**src/rtl/mipi_rx_payload_unpacker_pkg.sv**
```systemverilog
// Shared definitions for the MIPI RX payload unpacker: header layout,
// payload-word record and serializer state encoding.
package mipi_rx_payload_unpacker_pkg;

  // Header value in bits [7:0] that marks a word as carrying UART payload.
  localparam logic [7:0] MARKER_DEF    = 8'hA5;
  // Largest legal byte count carried by one word.
  localparam int         MAX_BYTES_DEF = 5;

  // Bit positions of the fields inside a 64-bit RX word.
  localparam int MARKER_LSB  = 0;
  localparam int COUNT_LSB   = 8;
  localparam int PAYLOAD_LSB = 16;
  localparam int SEQ_LSB     = 56;
  localparam int PAYLOAD_W   = 40;

  // Serializer states.
  typedef enum logic [1:0] {
    ST_IDLE = 2'd0,
    ST_LOAD = 2'd1,
    ST_EMIT = 2'd2
  } ser_state_t;

  // Record stored in the word FIFO: byte count and up to five payload bytes,
  // byte 0 in the least significant position.
  typedef struct packed {
    logic [7:0]           n;
    logic [PAYLOAD_W-1:0] payload;
  } pword_t;

endpackage

```
**src/rtl/mipi_rx_payload_unpacker_payload_word_fifo.sv**
```systemverilog
// payload_word_fifo: generic synchronous FIFO. Read data is registered on
// pop, so it is valid from the cycle after the pop. A pop in the same cycle
// as a push into a full FIFO does not make room for that push.
module mipi_rx_payload_unpacker_payload_word_fifo #(
  parameter int DW = 48,
  parameter int AW = 4
) (
  input  logic          clk,
  input  logic          rst_n,
  input  logic          push,
  input  logic [DW-1:0] push_data,
  input  logic          pop,
  output logic [DW-1:0] pop_data,
  output logic          full,
  output logic          empty
);

  localparam int         DEPTH   = 1 << AW;
  localparam logic [AW:0] DEPTH_C = (AW + 1)'(DEPTH);

  logic [DW-1:0] r_mem [DEPTH];
  logic [AW-1:0] r_wr_ptr;
  logic [AW-1:0] r_rd_ptr;
  logic [AW:0]   r_count;
  logic          r_empty;
  logic [DW-1:0] r_rd_data;

  logic          w_full;
  logic          w_do_push;
  logic          w_do_pop;
  logic [AW:0]   w_count_nxt;

  assign w_full    = (r_count == DEPTH_C);
  assign w_do_push = push & ~w_full;
  assign w_do_pop  = pop & ~r_empty;

  // Next occupancy from the accepted push/pop pair.
  always_comb begin
    w_count_nxt = r_count;
    case ({w_do_push, w_do_pop})
      2'b10:   w_count_nxt = r_count + {{AW{1'b0}}, 1'b1};
      2'b01:   w_count_nxt = r_count - {{AW{1'b0}}, 1'b1};
      default: w_count_nxt = r_count;
    endcase
  end

  // Storage array write port; contents need no reset.
  always_ff @(posedge clk) begin
    if (w_do_push) begin
      r_mem[r_wr_ptr] <= push_data;
    end
  end

  // Pointers, occupancy, registered empty flag and registered read data.
  always_ff @(posedge clk or negedge rst_n) begin
    if (!rst_n) begin
      r_wr_ptr  <= {AW{1'b0}};
      r_rd_ptr  <= {AW{1'b0}};
      r_count   <= {(AW + 1){1'b0}};
      r_empty   <= 1'b1;
      r_rd_data <= {DW{1'b0}};
    end else begin
      if (w_do_push) begin
        r_wr_ptr <= r_wr_ptr + {{(AW - 1){1'b0}}, 1'b1};
      end
      if (w_do_pop) begin
        r_rd_ptr  <= r_rd_ptr + {{(AW - 1){1'b0}}, 1'b1};
        r_rd_data <= r_mem[r_rd_ptr];
      end
      r_count <= w_count_nxt;
      r_empty <= (w_count_nxt == {(AW + 1){1'b0}});
    end
  end

  assign pop_data = r_rd_data;
  assign full     = w_full;
  assign empty    = r_empty;

endmodule

```
**src/rtl/mipi_rx_payload_unpacker.sv**
```systemverilog
// mipi_rx_payload_unpacker: filters 64-bit MIPI RX words down to payload
// words, drops repeated copies, counts sequence gaps, buffers accepted words
// and serialises their payload bytes onto a valid/ready byte stream.
module mipi_rx_payload_unpacker
  import mipi_rx_payload_unpacker_pkg::*;
#(
  parameter int         WORD_FIFO_AW = 4,
  parameter logic [7:0] MARKER       = MARKER_DEF,
  parameter int         MAX_BYTES    = MAX_BYTES_DEF,
  parameter int         CNT_W        = 16
) (
  input  logic             rx_pixel_clk,
  input  logic             rst_n,
  input  logic             mipi_rx_valid,
  input  logic [63:0]      mipi_rx_data,
  output logic             byte_valid,
  output logic [7:0]       byte_data,
  input  logic             byte_ready,
  output logic             fifo_empty,
  output logic             busy,
  output logic [CNT_W-1:0] seq_err_cnt,
  output logic [CNT_W-1:0] drop_cnt,
  output logic [CNT_W-1:0] fmt_err_cnt
);

  localparam logic [7:0] MAX_N = 8'(MAX_BYTES);

  // Counters stick at all-ones instead of wrapping.
  function automatic logic [CNT_W-1:0] sat_inc(input logic [CNT_W-1:0] v);
    logic [CNT_W-1:0] r;
    if (&v) begin
      r = v;
    end else begin
      r = v + {{(CNT_W - 1){1'b0}}, 1'b1};
    end
    return r;
  endfunction

  // Stage 0 registers
  logic        r_s0_valid;
  logic [63:0] r_s0_data;

  // Stage 1 state
  logic             r_have_last;
  logic [7:0]       r_last_seq;
  logic [CNT_W-1:0] r_seq_err_cnt;
  logic [CNT_W-1:0] r_drop_cnt;
  logic [CNT_W-1:0] r_fmt_err_cnt;

  // Serializer state
  ser_state_t  r_state;
  logic        r_byte_valid;
  logic [7:0]  r_byte_data;
  logic [7:0]  r_n;
  logic [2:0]  r_idx;
  logic [31:0] r_shift;

  // Header fields and classification of the stage-0 word
  logic [7:0]           w_marker;
  logic [7:0]           w_n;
  logic [7:0]           w_seq;
  logic [PAYLOAD_W-1:0] w_payload;
  logic                 w_marker_ok;
  logic                 w_fmt_bad;
  logic                 w_fmt_err;
  logic                 w_dup;
  logic                 w_accept;
  logic                 w_gap;
  logic                 w_push;
  logic                 w_drop;

  // FIFO interface
  pword_t w_push_word;
  pword_t w_pop_word;
  logic   w_full;
  logic   w_fifo_empty;
  logic   w_pop;
  logic   w_last_byte;

  // Stage 0: capture every RX word unconditionally.
  always_ff @(posedge rx_pixel_clk or negedge rst_n) begin
    if (!rst_n) begin
      r_s0_valid <= 1'b0;
      r_s0_data  <= 64'd0;
    end else begin
      r_s0_valid <= mipi_rx_valid;
      r_s0_data  <= mipi_rx_data;
    end
  end

  assign w_marker  = r_s0_data[MARKER_LSB +: 8];
  assign w_n       = r_s0_data[COUNT_LSB +: 8];
  assign w_seq     = r_s0_data[SEQ_LSB +: 8];
  assign w_payload = r_s0_data[PAYLOAD_LSB +: PAYLOAD_W];

  // Non-marker words are video filler and are ignored without any count.
  // A bad byte count is flagged before duplicate/sequence checks so that a
  // malformed word never updates the sequence tracker.
  assign w_marker_ok = r_s0_valid & (w_marker == MARKER);
  assign w_fmt_bad   = (w_n == 8'd0) | (w_n > MAX_N);
  assign w_fmt_err   = w_marker_ok & w_fmt_bad;
  assign w_dup       = w_marker_ok & ~w_fmt_bad & r_have_last & (w_seq == r_last_seq);
  assign w_accept    = w_marker_ok & ~w_fmt_bad & ~w_dup;
  assign w_gap       = w_accept & r_have_last & (w_seq != (r_last_seq + 8'd1));
  assign w_push      = w_accept & ~w_full;
  assign w_drop      = w_accept & w_full;

  assign w_push_word = {w_n, w_payload};

  // Stage 1: sequence tracking and saturating event counters. The tracker
  // follows every accepted word, including one lost to a full FIFO, so a
  // drop is not reported a second time as a sequence gap.
  always_ff @(posedge rx_pixel_clk or negedge rst_n) begin
    if (!rst_n) begin
      r_have_last   <= 1'b0;
      r_last_seq    <= 8'd0;
      r_seq_err_cnt <= {CNT_W{1'b0}};
      r_drop_cnt    <= {CNT_W{1'b0}};
      r_fmt_err_cnt <= {CNT_W{1'b0}};
    end else begin
      if (w_accept) begin
        r_have_last <= 1'b1;
        r_last_seq  <= w_seq;
      end
      if (w_gap) begin
        r_seq_err_cnt <= sat_inc(r_seq_err_cnt);
      end
      if (w_drop) begin
        r_drop_cnt <= sat_inc(r_drop_cnt);
      end
      if (w_fmt_err) begin
        r_fmt_err_cnt <= sat_inc(r_fmt_err_cnt);
      end
    end
  end

  mipi_rx_payload_unpacker_payload_word_fifo #(
    .DW ($bits(pword_t)),
    .AW (WORD_FIFO_AW)
  ) u_payload_word_fifo (
    .clk       (rx_pixel_clk),
    .rst_n     (rst_n),
    .push      (w_push),
    .push_data (w_push_word),
    .pop       (w_pop),
    .pop_data  (w_pop_word),
    .full      (w_full),
    .empty     (w_fifo_empty)
  );

  // The FIFO read data is registered, so the serializer pops in IDLE and
  // picks the word up one cycle later in LOAD.
  assign w_pop       = (r_state == ST_IDLE) & ~w_fifo_empty;
  assign w_last_byte = ({5'd0, r_idx} == (r_n - 8'd1));

  // Serializer FSM: pop a word, present its bytes one at a time and hold the
  // current byte until the consumer takes it.
  always_ff @(posedge rx_pixel_clk or negedge rst_n) begin
    if (!rst_n) begin
      r_state      <= ST_IDLE;
      r_byte_valid <= 1'b0;
      r_byte_data  <= 8'd0;
      r_n          <= 8'd0;
      r_idx        <= 3'd0;
      r_shift      <= 32'd0;
    end else begin
      case (r_state)
        ST_IDLE: begin
          if (!w_fifo_empty) begin
            r_state <= ST_LOAD;
          end
        end
        ST_LOAD: begin
          r_n          <= w_pop_word.n;
          r_idx        <= 3'd0;
          r_byte_data  <= w_pop_word.payload[7:0];
          r_shift      <= w_pop_word.payload[39:8];
          r_byte_valid <= 1'b1;
          r_state      <= ST_EMIT;
        end
        ST_EMIT: begin
          if (r_byte_valid && byte_ready) begin
            if (w_last_byte) begin
              r_byte_valid <= 1'b0;
              r_state      <= ST_IDLE;
            end else begin
              r_idx       <= r_idx + 3'd1;
              r_byte_data <= r_shift[7:0];
              r_shift     <= {8'd0, r_shift[31:8]};
            end
          end
        end
        default: begin
          r_byte_valid <= 1'b0;
          r_state      <= ST_IDLE;
        end
      endcase
    end
  end

  assign byte_valid  = r_byte_valid;
  assign byte_data   = r_byte_data;
  assign fifo_empty  = w_fifo_empty;
  assign busy        = ~w_fifo_empty | (r_state != ST_IDLE);
  assign seq_err_cnt = r_seq_err_cnt;
  assign drop_cnt    = r_drop_cnt;
  assign fmt_err_cnt = r_fmt_err_cnt;

endmodule

```
**config.mk**
```make
export PLATFORM = sky130hd
export DESIGN_NAME = mipi_rx_payload_unpacker
export DESIGN_NICKNAME = d
export VERILOG_FILES = /design/src/rtl/mipi_rx_payload_unpacker_pkg.sv /design/src/rtl/mipi_rx_payload_unpacker_payload_word_fifo.sv /design/src/rtl/mipi_rx_payload_unpacker.sv
export SDC_FILE = /design/constraint.sdc
export NUM_CORES = 1
export LEC_CHECK = 0
export CAP_MARGIN = 10
export CORE_MARGIN = 1.5
export CORE_UTILIZATION = 40
export CTS_CLUSTER_SIZE = 8
export DETAILED_ROUTE_END_ITERATION = 10
export RECOVER_POWER = 50
export SYNTH_ARGS = -nofsm -noshare
export SYNTH_HDL_FRONTEND = slang
export SYNTH_SLANG_ARGS = --single-unit
```
**constraint.sdc**
```tcl
create_clock -name rx_pixel_clk -period 15.87 [get_ports rx_pixel_clk]
set_input_delay 1.587 -clock rx_pixel_clk [delete_from_list [all_inputs] [get_ports rx_pixel_clk]]
set_output_delay 1.587 -clock rx_pixel_clk [all_outputs]
set_load 0.005 [all_outputs]
```
==> key figures <==
Outcome
  • Status: finished, violations left
  • Failing checks: max-capacitance violations, max-slew violations

STA
  • Final worst setup slack: 8540 ps
  • Crit share post-route: 46.2%
  • Setup TNS: 0 ps
  • Worst-Margin Slew: 3060 ps
  • Slew headroom: -104%
  • Clock Skew: 36.8 ps
  • Min Tclk post-route: 7330 ps
  • Hold Vio Cnt, Final: 0
  • Slew Viols, Final: 178
  • Fmax: 137 MHz
  • Final setup violation count: 0
  • RSZ-0062 raised after global routing: no

Routing
  • 1st-pass router iterations: 7
  • Via density: 5.36
  • WL met3: 3970 µm
  • Via Count: 18800
  • Iteration-0 DRC count of the detailed router: 1314
  • ANT nets after route: 0
  • DR DRC count: 0
  • DRT met1 WL: 36300 µm
  • Top sig layer: met5
  • Average routed wire per standard cell: 24.0 µm
  • Drt total wl: 84000 µm
  • Metal2 WL: 41900 µm

Cells and area
  • Share of layout cells above drive strength 1: 22.7%
  • # diodes: 0
  • Area Overhead vs Synth: 18.2%
  • Fin util: 47.8%
  • Total Nets Final: 2203

Clock network
  • Clock Root Buffer: clkbuf_16
  • Postcts setup bufs: 0
  • Hold Buf Count CTS: 0
  • Clk slew on worst S/H paths: 50 ps
  • TritonCTS clock tree: done
  • Resized Gates After CTS: 0
  • CTS max path bufs: 3
  • Htree depth: 4
  • # clock sinks: 1006
  • Cts bufs inserted: 144
  • Clk_lat worst skew: 730 ps

Power
  • Flop pwr share: 49.9%
  • Pint: 4.60 mW
  • Comb pwr share: 0.8%
  • Power Density: 127 mW/mm²
  • Max VDD drop: 77.7 µV
  • Power, Total: 5.78 mW
  • Net Switching: 1.18 mW
  • Clk pwr share: 49.3%
  • Sw frac: 20.4%
  • P_leak: 15.6 nW

Synth
  • Synth unique cells: 60
  • Syn. warnings: 0
  • Synthesized area: 0.0385 mm²
  • Seq/Total Area, Yosys: 75.4%
  • Synthesized area per cell: 20.0 µm²
  • Syn Nets: 2002
  • Post-synth EDFFs: 768
  • Dominant synthesized flop cell: edfxtp_1
  • Synthesized netlist cell count: 1920
  • Fraction of registers with async set/reset: 23.7%
  • Synthesized flop and latch total: 1006

Global routing
  • Total Routing Usage GR: 17.4%
  • Largest net degree at the start of global routing: 146
  • Global-route wire length before repair: 127000 µm
  • GRT overflow: 0
  • Initial antenna violation count: 1
  • Vias in the first global route: 20200

Die
  • Die W: 313 µm
  • Die ar.: 0.0980 mm²
  • Ports: 127
  • Initial Utilization: 40.4%
  • Core area: 0.0952 mm²
  • Rows: 113
  • Die Span Y: 313 µm

Placed design
  • Dpl ws: 10990 ps
  • Port bufs: 126
  • Post-DP HPWL: 42300 µm
  • Routability cong.: 0.779

Setup path
  • R2r setup slk: 8540 ps
  • Crit path to: u_payload_word_fifo.empty$_DFF_PN1_
  • FF-to-FF path depth: 12
  • CP required: 16510 ps
  • Max FO, Critical Path: 63
  • Worst setup SP type: flip-flop
  • Critical path start-end classification: reg -> reg
  • Reg-to-reg critical path startpoint: u_payload_word_fifo.empty$_DFF_PN1_
  • WP data arrival: 7960 ps
  • CP Capture Type: flip-flop
  • Critical Path Source: u_payload_word_fifo.empty$_DFF_PN1_
  • FF-to-FF End: u_payload_word_fifo.empty$_DFF_PN1_

Hold path
  • Tightest Hold Check Type: reg -> reg

Run
  • Max Cap Violations: 4
==> how the worst min path moves through the flow <==
stage | slack [ps] | start | depth (start not counted) | to
finish | 470 | u_payload_word_fifo.pop_data[12]$_DFFE_PN0P_ | 2 | u_payload_word_fifo.pop_data[12]$_DFFE_PN0P_
global route | 490 | u_payload_word_fifo.pop_data[12]$_DFFE_PN0P_ | 2 | u_payload_word_fifo.pop_data[12]$_DFFE_PN0P_
CTS | 470 | u_payload_word_fifo.pop_data[12]$_DFFE_PN0P_ | 2 | u_payload_word_fifo.pop_data[12]$_DFFE_PN0P_
detailed placement | 460 | u_payload_word_fifo.pop_data[12]$_DFFE_PN0P_ | 2 | u_payload_word_fifo.pop_data[12]$_DFFE_PN0P_
global placement | 450 | u_payload_word_fifo.pop_data[12]$_DFFE_PN0P_ | 2 | u_payload_word_fifo.pop_data[12]$_DFFE_PN0P_
floorplan | 440 | u_payload_word_fifo.pop_data[42]$_DFFE_PN0P_ | 2 | u_payload_word_fifo.pop_data[42]$_DFFE_PN0P_
==> sequential cells by signal, indices dropped and copies added, names as in the netlist <==
| signal | count |
|---|---|
| fmt_err_cnt | 16 |
| r_s0_valid | 1 |
| drop_cnt | 16 |
| u_payload_word_fifo.pop_data | 48 |
| u_payload_word_fifo.empty | 1 |
| r_idx | 3 |
| u_payload_word_fifo.r_rd_ptr | 4 |
| r_have_last | 1 |
| r_s0_data | 64 |
| seq_err_cnt | 16 |
| byte_valid | 1 |
| byte_data | 8 |
| r_last_seq | 8 |
| r_n | 8 |
| r_state | 2 |
| r_shift | 32 |
| u_payload_word_fifo.r_mem | 768 |
| u_payload_word_fifo.r_count | 5 |
| u_payload_word_fifo.r_wr_ptr | 4 |
==> layout make-up <==
cell class	count	area [µm²]
inverter	16	61.3
timing repair buffer	145	1430
clock buffer	250	4030
multi-input combinational	808	9080
sequential	1006	29000
tap	1265	1580
clock inverter	15	250
fill	7821	49700
==> stage by stage <==
stage / area (µm²) / hold slack [ps] / std cells
after floorplan: 38500 / 440 / 1920
after global placement: 41200 / 454 / 3239
after detailed placement: 41200 / 461 / 3239
after CTS: 45500 / 472 / 3504
after global routing: 45500 / 486 / 3505
final: 45500 / 468 / 3505
==> routing by layer <==
metal / vias up / GRT usage [%]
met1: 10000 / 23.3
met5: - / 0
li1: 8109 / -
met2: 522 / 29.2
met4: 2 / 5.49
met3: 146 / 3.03
==> logic make-up (layout without fill, tap and decap cells) <==
group | after synthesis | in the layout | share of synthesized area, %
AO/OA/AOI/OAI | 83 | 83 | 1.53
XOR/XNOR | 71 | 71 | 1.62
adder cells (fa/ha/maj) | 14 | 14 | 0.455
buffers and inverters | 106 | 426 | 1.15
flip-flops | 1006 | 1006 | 75.4
multiplexers | 323 | 323 | 15.8
AND/OR/NAND/NOR | 317 | 317 | 4.03
==> power by group through the flow <==
stage / clock network (mW) / logic, mW / registers [mW]
5_1_grt: 3.03 / 0.0522 / 2.89
3_3_place_gp: 0 / 0.0500 / 2.93
4_1_cts: 2.92 / 0.0512 / 2.89
3_5_place_dp: 0 / 0.0508 / 2.94
2_1_floorplan: 0 / 0.0139 / 2.92
6_report: 2.85 / 0.0453 / 2.89
==> synth_stat cells, drive strengths merged, types with 2 or more instances <==
master   number  area, µm²
mux2i        24        240
and4          2       17.5
or3           4       25.0
and3         30        193
dfrtp       237       5930
o2111ai       2       17.5
xnor2        52        455
a22oi         4       30.0
nor4          8       56.3
nand2       169        634
nor3b         4       30.0
xor2         19        166
and2          2       12.5
nor4b         2       23.8
a21o          3       22.5
nor2         16       62.6
a21oi         6       33.8
mux4        218       4910
inv          15       56.3
nand4        26        163
clkbuf       52        195
nor3         11       66.3
o21ai        29        145
mux2         81        916
nor2b         6       37.5
o21a          2       15.0
a22o          8       70.1
ha           14        175
o221ai       22        193
nand2b        7       43.8
nand3        20        100
nand3b        2       15.0
edfxtp      768      23100
buf          38        189
==> layout by cell type (no fill, tap or decap), drive strengths merged, types with 3 or more instances in the layout <==
| master | count |
|---|---|
| dfrtp | 237 |
| mux4 | 218 |
| mux2 | 81 |
| nand4 | 26 |
| a21oi | 6 |
| inv | 23 |
| nor4 | 8 |
| nor2b | 6 |
| o21ai | 29 |
| a22o | 8 |
| nor3b | 4 |
| buf | 17 |
| clkbuf | 253 |
| nor3 | 11 |
| clkdlybuf4s50 | 60 |
| nand2b | 7 |
| o221ai | 22 |
| xnor2 | 52 |
| a21o | 3 |
| nor2 | 16 |
| mux2i | 24 |
| clkinv | 7 |
| xor2 | 19 |
| ha | 14 |
| nand2 | 169 |
| or3 | 4 |
| nand3 | 20 |
| edfxtp | 768 |
| dlygate4sd3 | 65 |
| and3 | 30 |
| a22oi | 4 |
==> critical path: stages (launching register included) <==
cell and delay, ps:
dfstp_1 540, or3_2 120, clkbuf_1 2150, inv_1 1990, ha_1 860, xor2_1 200, ha_1 230, a21oi_1 180
xor2_1 200, nor2_1 80, xor2_1 160, or3_1 390, nor3_1 150
Power figures use the tool's default switching activity.
